## src/rtl/seg7_scan_capture.sv

```systemverilog
// Purpose: recovers the four digits shown on a multiplexed active-low 7-segment display by sampling its pins.
// Latency: pins held stable from sampling edge 1 are captured into DIGk at edge STABLE_CNT+2; decode is combinational.
// Backpressure: none; the display drives the pins freely and every clock takes one sample.
//
// Ports:
//   CLK, RST_N            clock (rising edge) and asynchronous active-low reset
//   SEG_IN[7:0]           segment pins, active-low, bit0=A .. bit6=G, bit7=DP
//   CS_N[3:0]             digit selects, active-low, bit k selects digit k
//   CLR_ERR               one-cycle pulse that clears CS_ERR
//   DIG0..DIG3[7:0]       last captured raw segment code per digit
//   DIG_VALID[3:0]        bit k set while DIGk is fresh (refresh timeout not yet expired)
//   HEX_NIB[15:0]         decoded nibble per digit, [4k+3:4k] = digit k
//   HEX_OK[3:0]           bit k set when DIGk[6:0] is a recognised hex glyph
//   FRAME_STB             one-cycle pulse when all four digits have been captured since the last pulse
//   CS_ERR                sticky flag, set when more than one select is low at once
module seg7_scan_capture #(
    parameter int STABLE_CNT = 8,
    parameter int TO_W       = 20
) (
    input  logic        RST_N,
    input  logic        CLK,
    input  logic [7:0]  SEG_IN,
    input  logic [3:0]  CS_N,
    input  logic        CLR_ERR,
    output logic [7:0]  DIG0,
    output logic [7:0]  DIG1,
    output logic [7:0]  DIG2,
    output logic [7:0]  DIG3,
    output logic [3:0]  DIG_VALID,
    output logic [15:0] HEX_NIB,
    output logic [3:0]  HEX_OK,
    output logic        FRAME_STB,
    output logic        CS_ERR
);

    typedef enum logic [1:0] {
        IDLE  = 2'd0,
        TRACK = 2'd1,
        HOLD  = 2'd2,
        ERR   = 2'd3
    } state_t;

    // The sample that completes a capture arrives while the counter still reads STABLE_CNT-1.
    localparam logic [7:0]      CAP_AT   = 8'(STABLE_CNT - 1);
    localparam logic [TO_W-1:0] AGE_MAX  = '1;
    localparam logic [TO_W-1:0] AGE_ONE  = TO_W'(1);

    // ------------------------------------------------------------------
    // Input synchronizers
    // ------------------------------------------------------------------
    logic [7:0] seg_s1, seg_s2;
    logic [3:0] cs_s1, cs_s2;
    // Marks when seg_s2/cs_s2 hold a real pin sample rather than reset fill.
    logic [1:0] sync_fill;

    always_ff @(posedge CLK or negedge RST_N) begin
        if (!RST_N) begin
            seg_s1    <= 8'hFF;
            seg_s2    <= 8'hFF;
            cs_s1     <= 4'hF;
            cs_s2     <= 4'hF;
            sync_fill <= 2'b00;
        end else begin
            seg_s1    <= SEG_IN;
            seg_s2    <= seg_s1;
            cs_s1     <= CS_N;
            cs_s2     <= cs_s1;
            sync_fill <= {sync_fill[0], 1'b1};
        end
    end

    // ------------------------------------------------------------------
    // Window classification on the synchronized selects
    // ------------------------------------------------------------------
    logic       win_idle;
    logic       win_single;
    logic       win_multi;
    logic [1:0] win_idx;

    always_comb begin
        win_idle   = (cs_s2 == 4'hF);
        win_single = 1'b0;
        win_idx    = 2'd0;
        case (cs_s2)
            4'b1110: begin win_single = 1'b1; win_idx = 2'd0; end
            4'b1101: begin win_single = 1'b1; win_idx = 2'd1; end
            4'b1011: begin win_single = 1'b1; win_idx = 2'd2; end
            4'b0111: begin win_single = 1'b1; win_idx = 2'd3; end
            default: ;
        endcase
        win_multi = !win_idle && !win_single;
    end

    // ------------------------------------------------------------------
    // Capture FSM
    // ------------------------------------------------------------------
    state_t     state;
    logic [1:0] cur_idx;
    logic [7:0] prev_seg;
    logic [7:0] stab_cnt;
    logic       cs_err;
    // Set once a genuine all-high select has been seen after reset, so a
    // window already in progress at reset release is never captured.
    logic       armed;

    logic       cap_hit;

    assign cap_hit = (state == TRACK) && win_single && (win_idx == cur_idx)
                     && (seg_s2 == prev_seg) && (stab_cnt == CAP_AT);

    always_ff @(posedge CLK or negedge RST_N) begin
        if (!RST_N) begin
            state    <= IDLE;
            cur_idx  <= 2'd0;
            prev_seg <= 8'hFF;
            stab_cnt <= 8'd0;
            cs_err   <= 1'b0;
            armed    <= 1'b0;
        end else begin
            // A multi-select in the same cycle as CLR_ERR keeps the flag set.
            if (win_multi) begin
                cs_err <= 1'b1;
            end else if (CLR_ERR) begin
                cs_err <= 1'b0;
            end

            if (sync_fill[1] && win_idle) begin
                armed <= 1'b1;
            end

            case (state)
                IDLE: begin
                    if (win_multi) begin
                        state    <= ERR;
                        stab_cnt <= 8'd0;
                    end else if (win_single && armed) begin
                        state    <= TRACK;
                        cur_idx  <= win_idx;
                        prev_seg <= seg_s2;
                        stab_cnt <= 8'd1;
                    end
                end

                TRACK: begin
                    if (win_multi) begin
                        state    <= ERR;
                        stab_cnt <= 8'd0;
                    end else if (win_idle) begin
                        state    <= IDLE;
                        stab_cnt <= 8'd0;
                    end else if (win_idx != cur_idx) begin
                        cur_idx  <= win_idx;
                        prev_seg <= seg_s2;
                        stab_cnt <= 8'd1;
                    end else if (cap_hit) begin
                        state    <= HOLD;
                        stab_cnt <= 8'd0;
                    end else if (seg_s2 == prev_seg) begin
                        stab_cnt <= stab_cnt + 8'd1;
                    end else begin
                        prev_seg <= seg_s2;
                        stab_cnt <= 8'd1;
                    end
                end

                HOLD: begin
                    // Segment changes inside an already captured window are ignored.
                    if (win_multi) begin
                        state    <= ERR;
                        stab_cnt <= 8'd0;
                    end else if (win_idle) begin
                        state    <= IDLE;
                    end else if (win_idx != cur_idx) begin
                        state    <= TRACK;
                        cur_idx  <= win_idx;
                        prev_seg <= seg_s2;
                        stab_cnt <= 8'd1;
                    end
                end

                ERR: begin
                    stab_cnt <= 8'd0;
                    if (win_idle) begin
                        state <= IDLE;
                    end
                end

                default: begin
                    state    <= IDLE;
                    stab_cnt <= 8'd0;
                end
            endcase
        end
    end

    // ------------------------------------------------------------------
    // Digit registers and frame tracking
    // ------------------------------------------------------------------
    logic [7:0] dig_q [4];
    logic [3:0] seen;
    logic [3:0] seen_nxt;
    logic       frame_stb;

    // Recapturing a digit already in 'seen' leaves the set unchanged.
    assign seen_nxt = seen | (4'b0001 << cur_idx);

    always_ff @(posedge CLK or negedge RST_N) begin
        if (!RST_N) begin
            for (int k = 0; k < 4; k++) begin
                dig_q[k] <= 8'hFF;
            end
            seen      <= 4'h0;
            frame_stb <= 1'b0;
        end else begin
            frame_stb <= 1'b0;
            if (cap_hit) begin
                dig_q[cur_idx] <= seg_s2;
                if (seen_nxt == 4'hF) begin
                    seen      <= 4'h0;
                    frame_stb <= 1'b1;
                end else begin
                    seen <= seen_nxt;
                end
            end
        end
    end

    // ------------------------------------------------------------------
    // Per-digit refresh timeout
    // ------------------------------------------------------------------
    logic [TO_W-1:0] age_q [4];
    logic [3:0]      dig_valid;

    always_ff @(posedge CLK or negedge RST_N) begin
        if (!RST_N) begin
            for (int k = 0; k < 4; k++) begin
                age_q[k] <= '0;
            end
            dig_valid <= 4'h0;
        end else begin
            for (int k = 0; k < 4; k++) begin
                if (cap_hit && (cur_idx == 2'(k))) begin
                    age_q[k]     <= '0;
                    dig_valid[k] <= 1'b1;
                end else if (age_q[k] != AGE_MAX) begin
                    age_q[k] <= age_q[k] + AGE_ONE;
                    // Valid drops on the edge where the age reaches all-ones.
                    if (age_q[k] == AGE_MAX - AGE_ONE) begin
                        dig_valid[k] <= 1'b0;
                    end
                end
            end
        end
    end

    // ------------------------------------------------------------------
    // Hex decode (DP ignored)
    // ------------------------------------------------------------------
    function automatic logic [4:0] seg_decode(input logic [6:0] code);
        logic [4:0] r;
        case (code)
            7'h40:   r = 5'h10;
            7'h79:   r = 5'h11;
            7'h24:   r = 5'h12;
            7'h30:   r = 5'h13;
            7'h19:   r = 5'h14;
            7'h12:   r = 5'h15;
            7'h02:   r = 5'h16;
            7'h78:   r = 5'h17;
            7'h00:   r = 5'h18;
            7'h10:   r = 5'h19;
            7'h08:   r = 5'h1A;
            7'h03:   r = 5'h1B;
            7'h46:   r = 5'h1C;
            7'h21:   r = 5'h1D;
            7'h06:   r = 5'h1E;
            7'h0E:   r = 5'h1F;
            default: r = 5'h00;
        endcase
        return r;
    endfunction

    logic [4:0] dec;

    always_comb begin
        HEX_NIB = 16'h0000;
        HEX_OK  = 4'h0;
        dec     = 5'h00;
        for (int k = 0; k < 4; k++) begin
            dec              = seg_decode(dig_q[k][6:0]);
            HEX_NIB[4*k +: 4] = dec[3:0];
            HEX_OK[k]        = dec[4];
        end
    end

    assign DIG0      = dig_q[0];
    assign DIG1      = dig_q[1];
    assign DIG2      = dig_q[2];
    assign DIG3      = dig_q[3];
    assign DIG_VALID = dig_valid;
    assign FRAME_STB = frame_stb;
    assign CS_ERR    = cs_err;

endmodule

```

## config.mk

```make
export PLATFORM = sky130hd
export DESIGN_NAME = seg7_scan_capture
export DESIGN_NICKNAME = d
export VERILOG_FILES = /design/src/rtl/seg7_scan_capture.sv
export SDC_FILE = /design/constraint.sdc
export NUM_CORES = 1
export LEC_CHECK = 0
export CAP_MARGIN = 5
export CORE_UTILIZATION = 45
export CTS_BUF_LIST = sky130_fd_sc_hd__clkbuf_16
export DETAILED_ROUTE_END_ITERATION = 7
export PLACE_DENSITY = 0.66
export SETUP_SLACK_MARGIN = 0.02
export SLEW_MARGIN = 20
export SYNTH_ARGS = -nofsm -noshare
export SYNTH_HDL_FRONTEND = slang
export SYNTH_SLANG_ARGS = --single-unit
```

## constraint.sdc

```tcl
create_clock -name CLK -period 2.2 [get_ports CLK]
set_input_delay 0.22 -clock CLK [delete_from_list [all_inputs] [get_ports CLK]]
set_output_delay 0.22 -clock CLK [all_outputs]
set_load 0.02 [all_outputs]
```

# [After elaboration in Yosys (flattened, before gate mapping)]
# Index checks and enable logic that the tools add are counted.
# Widths: inputs -> output; s select.
[word_totals] out_inout_bits=58 inputBits=15 elab_cells=252 reg_bits=169
[op_classes] addsub=5 n_reduce_logical=41 magnitude_cmp=2 bitwise_logic=2 n_eq_ne=103 shifts=1 muxes=73
[op_table] cell="$pmux 5 s16" n=4
[op_table] cell="$mux 8" n=21
[op_table] cell="$mux 20" n=8
[op_table] cell="$eq 7x7->1 const B" n=16
[op_table] cell="$eq 7x5->1 const B" n=12
[op_table] cell="$eq 7x6->1 const B" n=12
[op_table] cell="$add 20x1->20 const B" n=4
[op_table] cell="$eq 20x20->1 const B" n=4
[op_table] cell="$ne 20x20->1 const B" n=4
[op_table] cell="$eq 7x2->1 const B" n=8
[op_table] cell="$eq 7x4->1 const B" n=8
[op_table] cell="$bwmux 32" n=1
[op_table] cell="$pmux 8 s4" n=1
[op_table] cell="$mux 2" n=15
[op_table] cell="$eq 7x3->1 const B" n=4
[op_table] cell="$logic_not 7->1" n=4
[op_table] cell="$pmux 8 s3" n=1
[op_table] cell="$eq 4x4->1 const B" n=5
[op_table] cell="$ne 2x2->1 const B" n=10
[op_table] cell="$reduce_bool 2->1" n=10
[op_table] cell="$mux 1" n=17
[op_table] cell="$demux 8 s2" n=1
[op_table] cell="$logic_and 1x1->1" n=12
[op_table] cell="$ne 4x4->1 const B" n=3
[op_table] cell="other kinds (30)" n=42

# [Depth between registers and ports, before layout]
# Gate-level depths: netlist of the first run.
[depth] ltp_word=12 ltp_mapped=9 depth_no_buf=7

# [Worst setup path before layout of the first run]
# Ideal clock, no wire load.
[synth_timing] kind="register to register" startpoint="register cs_s2[3]" endpoint="register dig_q, in the netlist DIG3[0]" path_slack_ns=-0.157 period_less_slack_ns=2.357 stages_incl_launch_ff=8 setup_ns=0.082 n_path_buf=1 t_arrival_ns=2.275 cell_sequence="dfstp_2 or3b_1 a211o_1 o211ai_2 and4bb_1 and3_1 buf_6 mux2_2"
[synth_via] elab_chain_len=7 elab_cells_between_ends=12 cone_classes="eq/ne: 5; mux: 2; reduce/logical: 5"
[synth_lines] item="from (decl)" line="52" rtl="logic [3:0] cs_s1, cs_s2;"
[synth_lines] item="from (signal assigned)" line="67" rtl="cs_s2 <= cs_s1;"
[synth_lines] item="$eq 4x3->1 or $eq 4x4->1 (tied branches)" line="84" rtl="case (cs_s2)"
[synth_lines] item="$reduce_or 4->1 (no source line)"
[synth_lines] item="$mux 1" line="84"
[synth_lines] item="$logic_and 1x1->1" line="108" rtl="assign cap_hit = (state == TRACK) && win_single && (win_idx == cur_idx)"
[synth_lines] item="$logic_and 1x1->1 *" line="108"
[synth_lines] item="$logic_and 1x1->1 * (2 in a row)" line="109" rtl="&& (seg_s2 == prev_seg) && (stab_cnt == CAP_AT);"
[synth_lines] item="to (signal, indexed assignment)" line="217" rtl="dig_q[cur_idx] <= seg_s2;"
[synth_lines] item="to (decl)" line="199" rtl="logic [7:0] dig_q [4];"
# Every way passes the cells marked *; elsewhere a longest branch is shown, timed or not.
# A chain may end at the register's enable or synchronous reset.

# [Worst setup path after layout of the first run]
[layout_timing] startpoint="register dig_q, in the netlist DIG3[6]" endpoint="output port HEX_OK[3]"
[layout_via] elab_chain_len=2 elab_cells_between_ends=17 cone_classes="eq/ne: 15; mux: 1; reduce/logical: 1"
[layout_lines] item="$eq 7x4->1 (tied with other cells)" line="261" rtl="case (code)"
[layout_lines] item="$pmux 5 s16 *" line="261"
[layout_lines] item="to (decl)" line="31" rtl="output logic [3:0] HEX_OK,"
# Marks and branches as above.

==> flow_metrics.env, run 1 <==
export IMPL_drtPass1Iterations=6
export IMPL_area_growth_pct=45.5
export IMPL_worst_pin_slew_ns=0.549
export IMPL_grt_pass1_vias=7539
export IMPL_antenna_found_initial=0
export IMPL_ys_warn_count=0
export IMPL_nets=1199
export IMPL_grt_pass1_wl_mm=37.5
export IMPL_synth_edf_count=0
export IMPL_clk_pin_slew_ns=0.07
export IMPL_relSlewSlack=0.634
export IMPL_yosysUniqueCellTypes=74
export IMPL_maxCapViolCount=0
export IMPL_placed_area_mm2=0.0112
export IMPL_cp_num_buf_inv=1
export IMPL_dpl_cell_count=1367
export IMPL_final_util=0.675
export IMPL_die_h_um=144
export IMPL_track_usage=0.230
export IMPL_slowest_stage="dfstp_2"
export IMPL_synthCells=934
export IMPL_crit_arrival_ns=2.19
export IMPL_path_cells="nor3_4 > nor2b_1 > a31oi_1 > nor3_1 > a311o_1 > or3_4 > buf_6"
export IMPL_cts_buffer_depth=2
export IMPL_syn_area_mm2=0.00912
export IMPL_via_per_inst=5.53
export IMPL_layout_commonest_cell="buf_4"
export IMPL_setup_violations=135
export IMPL_die_area_mm2=0.0208
export IMPL_drv_slew=0
export IMPL_ioPinCount=73
export IMPL_gp_congestion=0.870
export IMPL_synthFlopType="dfrtp_1"
export IMPL_crit_path_max_fanout=3
export IMPL_hold_viol_final=0
export IMPL_final_cell_mix="buf_4, dfrtp_1, nor2_1, nand2_1, dfstp_2"
export IMPL_min_period_over_period=1.10
export IMPL_max_freq_ghz=0.414
export IMPL_drive_gt1_frac=0.411
export IMPL_irDropWorstVdd_uv=648
export IMPL_root_buffer="clkbuf_16"
export IMPL_grt_max_degree=55
export IMPL_critPathMaxStageDelay_ns=0.58
export IMPL_power_density_mw_per_mm2=585
export IMPL_antenna_cells=0
export IMPL_via_count=8009
export IMPL_drt_iter0_drc=504
export IMPL_ant_nets=0
export IMPL_hpwl_mm=14.6
export IMPL_violations="setup timing"
export IMPL_core_mm2=0.0197
export IMPL_cts_buffers=17
export IMPL_clkSinkCount=169
export IMPL_critPathCaptureType="output port"
export IMPL_h_tree_depth=4
export IMPL_p_leak_nw=5.53
export IMPL_cp_start_kind="flip-flop"
export IMPL_fin_cells=1448
export IMPL_ys_seq_area_frac=0.472
export IMPL_syn_nets=963
export IMPL_dieWidth_um=144
export IMPL_fin_crit_ns=2.41
export IMPL_rsz0062_at_grt="yes"
export IMPL_start_util=0.464
export IMPL_ys_async_sr_fraction=1.00
export IMPL_yosysTopAreaCellShare=0.288
export IMPL_status="complete, but fails checks"
export IMPL_num_rows=51
export IMPL_avgSynthCellArea_um2=9.77
export IMPL_synthTopCellsByArea="dfrtp_1, dfstp_2, xor2_1, nor2_1, mux2_2"
export IMPL_critical_path_top_delay_family="simple AND/OR/NAND/NOR gates"
export IMPL_wl_per_cell_um=16.6
export IMPL_cp_required_ns=1.98
export IMPL_fin_area_mm2=0.0133
export IMPL_synth_top_area_cell="dfrtp_1"
export IMPL_place_port_buffers=72
export IMPL_min_path_type="primary input to flip-flop"
export IMPL_ys_ff_latch=169
export IMPL_cts_tree="built"
export IMPL_clock_skew_ns=0.0112
export IMPL_remaining_drc_errors=0
export IMPL_clock_latency_ns=0.44
export IMPL_fin_ws_ns=-0.213
export IMPL_crit_type="flip-flop to output port"
export IMPL_grt_remaining_overflow=0
export IMPL_drt_wl_total_mm=24.1
state kept, by name (all words and copies together), names as in the netlist:
| register | flops |
|---|---|
| age_q | 80 |
| DIG0 | 8 |
| DIG1 | 8 |
| DIG2 | 8 |
| DIG3 | 8 |
| prev_seg | 8 |
| seg_s1 | 8 |
| seg_s2 | 8 |
| stab_cnt | 8 |
| DIG_VALID | 4 |
| cs_s1 | 4 |
| cs_s2 | 4 |
| seen | 4 |
| cur_idx | 2 |
| state | 2 |
| sync_fill | 2 |
| CS_ERR | 1 |
| FRAME_STB | 1 |
| armed | 1 |
cell families after synthesis:
| kind of cell | after synthesis | synth area share |
|---|---|---|
| compound gates | 152 | 0.118 |
| buf+inv | 65 | 0.0321 |
| mux | 49 | 0.0595 |
| fa+ha+maj | 15 | 0.0203 |
| flops | 169 | 0.472 |
| other cells | 1 | 0.000411 |
| simple gates | 403 | 0.221 |
| xor+xnor | 80 | 0.0768 |
layout make-up:
type                    count  area [um^2]
flip-flops and latches    169         4310
well taps                 265          332
repair buffers            264         2550
inverters                  17         63.8
multi-input cells         701         5450
clock inverters            15          151
fillers                  1458         6380
clock buffers              17          425
metrics by stage:
stage | hold WS [ns] | setup slack (ns) | power, mW | TNS (ns)
floorplan | -0.0756 | -0.0994 | 4.26 | -4.25
global placement | 0.228 | -0.237 | 4.67 | -11.39
detailed placement | 0.227 | -0.265 | 4.71 | -14.90
CTS | 0.175 | -0.177 | 7.76 | -10.45
global route | 0.179 | -0.281 | 8.07 | -25.71
finish | 0.183 | -0.213 | 7.76 | -14.99
worst register-to-register path, delay by kind of cell (launching register included):
family          cells  cell delay [ns]
compound gates      2             0.40
buf+inv             1             0.19
flops               1             0.54
mux                 1             0.30
simple gates        3             0.91
path summary, 6_finish.rpt:
check / start / endpoint / slack [ns] / cells after the start
max in group asynchronous: RST_N / cs_s1[1] / 1.20 / 3
min in group asynchronous: RST_N / age_q[2] / 0.31 / 2
min: SEG_IN[1] / seg_s1[1] / 0.18 / 1
max reg2reg: cs_s2[3] / DIG1[0] / -0.20 / 7
max: DIG3[6] / HEX_OK[3] / -0.21 / 7
min reg2reg: sync_fill[0] / sync_fill[1] / 0.35 / 0
layer usage:
metal | global-route usage | vias up | wire length (um)
met5 | 0 | - | 0
met4 | 0.0737 | 0 | 411
met3 | 0.0331 | 35 | 958
met2 | 0.367 | 203 | 11700
met1 | 0.321 | 3947 | 11000
li1 | - | 3824 | -
power breakdown:
group	leakage [nW]	total [mW]	internal, mW	switching (mW)
Clock	0.275	2.98	1.67	1.31
Sequential	2.06	3.46	3.34	0.123
Combinational	3.20	1.32	0.639	0.683
synthesized netlist by cell type, drive strengths merged (13+ instances only):
cell type and n:
nor2 130, dfrtp 105, nand2 77, dfstp 64, xor2 56, nand3 44
mux2 42, clkbuf 33, nand4 30, a21oi 29, o21ai 28, xnor2 24
nand2b 18, nor3 18, inv 17, buf 15, and3 14, ha 14
nor4 13
what timing repair did:
action                     CTS  global route
setup buffers               31            17
gates cloned                 5             2
pin swaps                   23            58
setup endpoints to repair  152           161
gates resized for setup    202           164
hold endpoints to repair    48             0
hold buffers                 1             0
Note: power is estimated with default switching activity, not from simulation.
==> run 2, diff against run 1 <==
--- a/config.mk
+++ b/config.mk
@@ -5,6 +5,7 @@
 export SDC_FILE = /design/constraint.sdc
 export NUM_CORES = 1
 export LEC_CHECK = 0
+export ABC_CLOCK_PERIOD_IN_PS = 2200
 export CAP_MARGIN = 5
 export CORE_UTILIZATION = 45
 export CTS_BUF_LIST = sky130_fd_sc_hd__clkbuf_16
==> results of run 2 <==
Final layout, timing and power as in run 1 (identical DEF).
==> run 3, diff against run 2 <==
--- a/config.mk
+++ b/config.mk
@@ -5,12 +5,12 @@
 export SDC_FILE = /design/constraint.sdc
 export NUM_CORES = 1
 export LEC_CHECK = 0
-export ABC_CLOCK_PERIOD_IN_PS = 2200
+export ABC_CLOCK_PERIOD_IN_PS = 2350
 export CAP_MARGIN = 5
 export CORE_UTILIZATION = 45
 export CTS_BUF_LIST = sky130_fd_sc_hd__clkbuf_16
 export DETAILED_ROUTE_END_ITERATION = 7
-export PLACE_DENSITY = 0.66
+export PLACE_DENSITY = 0.63
 export SETUP_SLACK_MARGIN = 0.02
 export SLEW_MARGIN = 20
 export SYNTH_ARGS = -nofsm -noshare
==> constraint.sdc (replaced) <==
create_clock -name CLK -period 2.35 [get_ports CLK]
set_input_delay 0.235 -clock CLK [delete_from_list [all_inputs] [get_ports CLK]]
set_output_delay 0.235 -clock CLK [all_outputs]
set_load 0.02 [all_outputs]
==> run 3 against run 2 <==
  * The flow still finishes with violations (setup timing)
  * Highest routed layer unchanged
  * Sequential share of layout area rose by 2.4 points
  * Critical path depth rose by 1
  * Global-route usage fell by 2.1 points
  * Critical endpoint is now DIG3[2]
  * Sequential cell count did not move
  * Total power fell by 6.6%
  * Hold slack improved by 0.025 ns
  * Die area did not move
  * Largest cell class unchanged
==> flow_metrics.env, run 3 (synthesis gave the netlist of run 1 again) <==
export IMPL_drt_iter0_drc=459
export IMPL_die_area_mm2=0.0208
export IMPL_p_int_mw=5.35
export IMPL_seqPwrFrac=0.448
export IMPL_die_h_um=144
export IMPL_ioPinCount=73
export IMPL_comb_power_share=0.181
export IMPL_max_freq_ghz=0.419
export IMPL_top_register="age_q"
export IMPL_cp_start_kind="flip-flop"
export IMPL_drtPass1Iterations=5
export IMPL_total_power_mw=7.25
export IMPL_crit_arrival_ns=2.74
export IMPL_critPathMaxStageDelay_ns=0.53
export IMPL_fin_ws_ns=-0.0366
export IMPL_area_growth_pct=35.5
export IMPL_dieWidth_um=144
export IMPL_swShare=0.262
export IMPL_grt_max_degree=63
export IMPL_p_leak_nw=5.18
export IMPL_wl_per_cell_um=15.6
export IMPL_ant_nets=0
export IMPL_final_cell_mix="buf_4, dfrtp_1, nor2_1, nand2_1, dfstp_2"
export IMPL_via_count=7548
export IMPL_grt_pass1_vias=7056
export IMPL_min_period_over_period=1.02
export IMPL_start_util=0.464
export IMPL_via_per_inst=5.41
export IMPL_min_path_type="primary input to flip-flop"
export IMPL_cts_tree="built"
export IMPL_slowest_stage="dfstp_2"
export IMPL_crit_type="flip-flop to flip-flop"
export IMPL_drive_gt1_frac=0.329
export IMPL_path_cells="or3b_1 > a211o_1 > o211ai_4 > and4bb_2 > buf_6 > buf_6 > and3_4 > mux2_4"
export IMPL_grt_remaining_overflow=0
export IMPL_root_buffer="clkbuf_16"
export IMPL_antenna_found_initial=0
export IMPL_worst_pin_slew_ns=0.593
export IMPL_whs_ns=0.208
export IMPL_critPathCaptureType="flip-flop"
export IMPL_crit_top_cell="buf_6"
export IMPL_fillers=1630
export IMPL_status="complete, but fails checks"
export IMPL_grt_pass1_wl_mm=34.4
export IMPL_rsz0062_at_grt="yes"
export IMPL_track_usage=0.209
export IMPL_gp_congestion=0.856
export IMPL_nets=1145
export IMPL_cp_required_ns=2.70
export IMPL_violations="setup timing"
export IMPL_drt_wl_total_mm=21.7
export IMPL_place_port_buffers=72
export IMPL_hold_viol_final=0
export IMPL_layout_commonest_cell="buf_4"
export IMPL_cts_buffers=17
export IMPL_num_rows=51
export IMPL_clock_skew_ns=0.00742
export IMPL_placed_area_mm2=0.0107
export IMPL_switching_power_mw=1.90
export IMPL_fin_area_mm2=0.0124
export IMPL_dpl_cell_count=1307
export IMPL_cts_buffer_depth=2
export IMPL_remaining_drc_errors=0
export IMPL_h_tree_depth=4
export IMPL_maxCapViolCount=0
export IMPL_setup_violations=18
export IMPL_final_util=0.629
export IMPL_core_mm2=0.0197
export IMPL_power_density_mw_per_mm2=586
export IMPL_crit_path_max_fanout=5
export IMPL_irDropWorstVdd_uv=571
export IMPL_clk_pin_slew_ns=0.06
export IMPL_clock_latency_ns=0.43
export IMPL_largest_register_ffs=80
export IMPL_p_clk_frac=0.371
export IMPL_fin_cells=1394
export IMPL_hpwl_mm=13.7
export IMPL_fin_crit_ns=2.39
export IMPL_relSlewSlack=0.605
export IMPL_antenna_cells=0
export IMPL_drv_slew=0
export IMPL_clkSinkCount=169
[run 3: changes by cell type in the layout (fill, tap and decap cells not counted), moves of 6 or more]
cell / previous run / this run
nor2_1: 87 / 96
o31ai_4: 7 / 0
mux2_4: 30 / 40
mux2_2: 12 / 2
nor2_4: 28 / 22
buf_4: 143 / 108
buf_6: 43 / 21
o21ai_0: 16 / 23
[run 3: worst paths after layout]
| path | start | to | slack (ns) | cells past startpoint |
|---|---|---|---|---|
| min | CS_N[3] | cs_s1[3] | 0.21 | 1 |
| min in group asynchronous | RST_N | age_q[40] | 0.35 | 2 |
| max reg2reg | cs_s2[3] | DIG3[2] | -0.04 | 8 |
| max in group asynchronous | RST_N | DIG0[0] | 1.20 | 3 |
| min reg2reg | sync_fill[0] | sync_fill[1] | 0.35 | 0 |
| max | cs_s2[3] | DIG3[2] | -0.04 | 8 |
[run 3: metrics by stage]
stage / TNS (ns) / worst slack (ns)
6_report: -0.391 / -0.0366
5_1_grt: -2.93 / -0.137
4_1_cts: -0.228 / -0.0506
3_5_place_dp: -1.36 / -0.148
3_3_place_gp: -0.400 / -0.0746
2_1_floorplan: 0 / 0.00742
[run 3: worst max-delay path, delay by kind of cell, from the launching register on]
kind                   cells  cell delay, ns
AOI/OAI and AO/OA          2            0.39
muxes                      1            0.31
and+or+nand+nor            3            0.87
DFF                        1            0.53
buffers and inverters      2            0.21
[run 3: cell type report]
cell class                      count  area [um^2]  share of cell area
Multi-Input combinational cell    701         5100               0.412
Sequential cell                   169         4310               0.349
Timing Repair Buffer              210         2000               0.162
Clock buffer                       17          425              0.0344
Tap cell                          265          332              0.0268
Clock inverter                     15          136              0.0110
Inverter                           17         63.8             0.00516
[run 3: power groups by stage]
stage | combinational [mW] | clock (mW) | sequential (mW)
final | 1.31 | 2.69 | 3.25
after global routing | 1.43 | 2.87 | 3.26
after CTS | 1.16 | 2.74 | 3.24
after detailed placement | 1.06 | 0 | 3.28
after global placement | 1.04 | 0 | 3.27
after floorplan | 0.738 | 0 | 3.24
[run 3: metal layers]
metal,vias to the layer above,global-route usage,part of all wire
li1,3704,-,-
met1,3679,0.286,0.47
met2,142,0.331,0.48
met3,23,0.0348,0.037
met4,0,0.0792,0.018
met5,-,0,0
[run 3: timing repair]
| item | in CTS | in global routing |
|---|---|---|
| hold endpoints to repair | 44 | 0 |
| gates resized for setup | 108 | 152 |
| pin swaps | 10 | 41 |
| setup buffers | 24 | 21 |
| cloned | 3 | 6 |
| hold buffers | 1 | 0 |
| endpoints found under the setup margin | 92 | 131 |
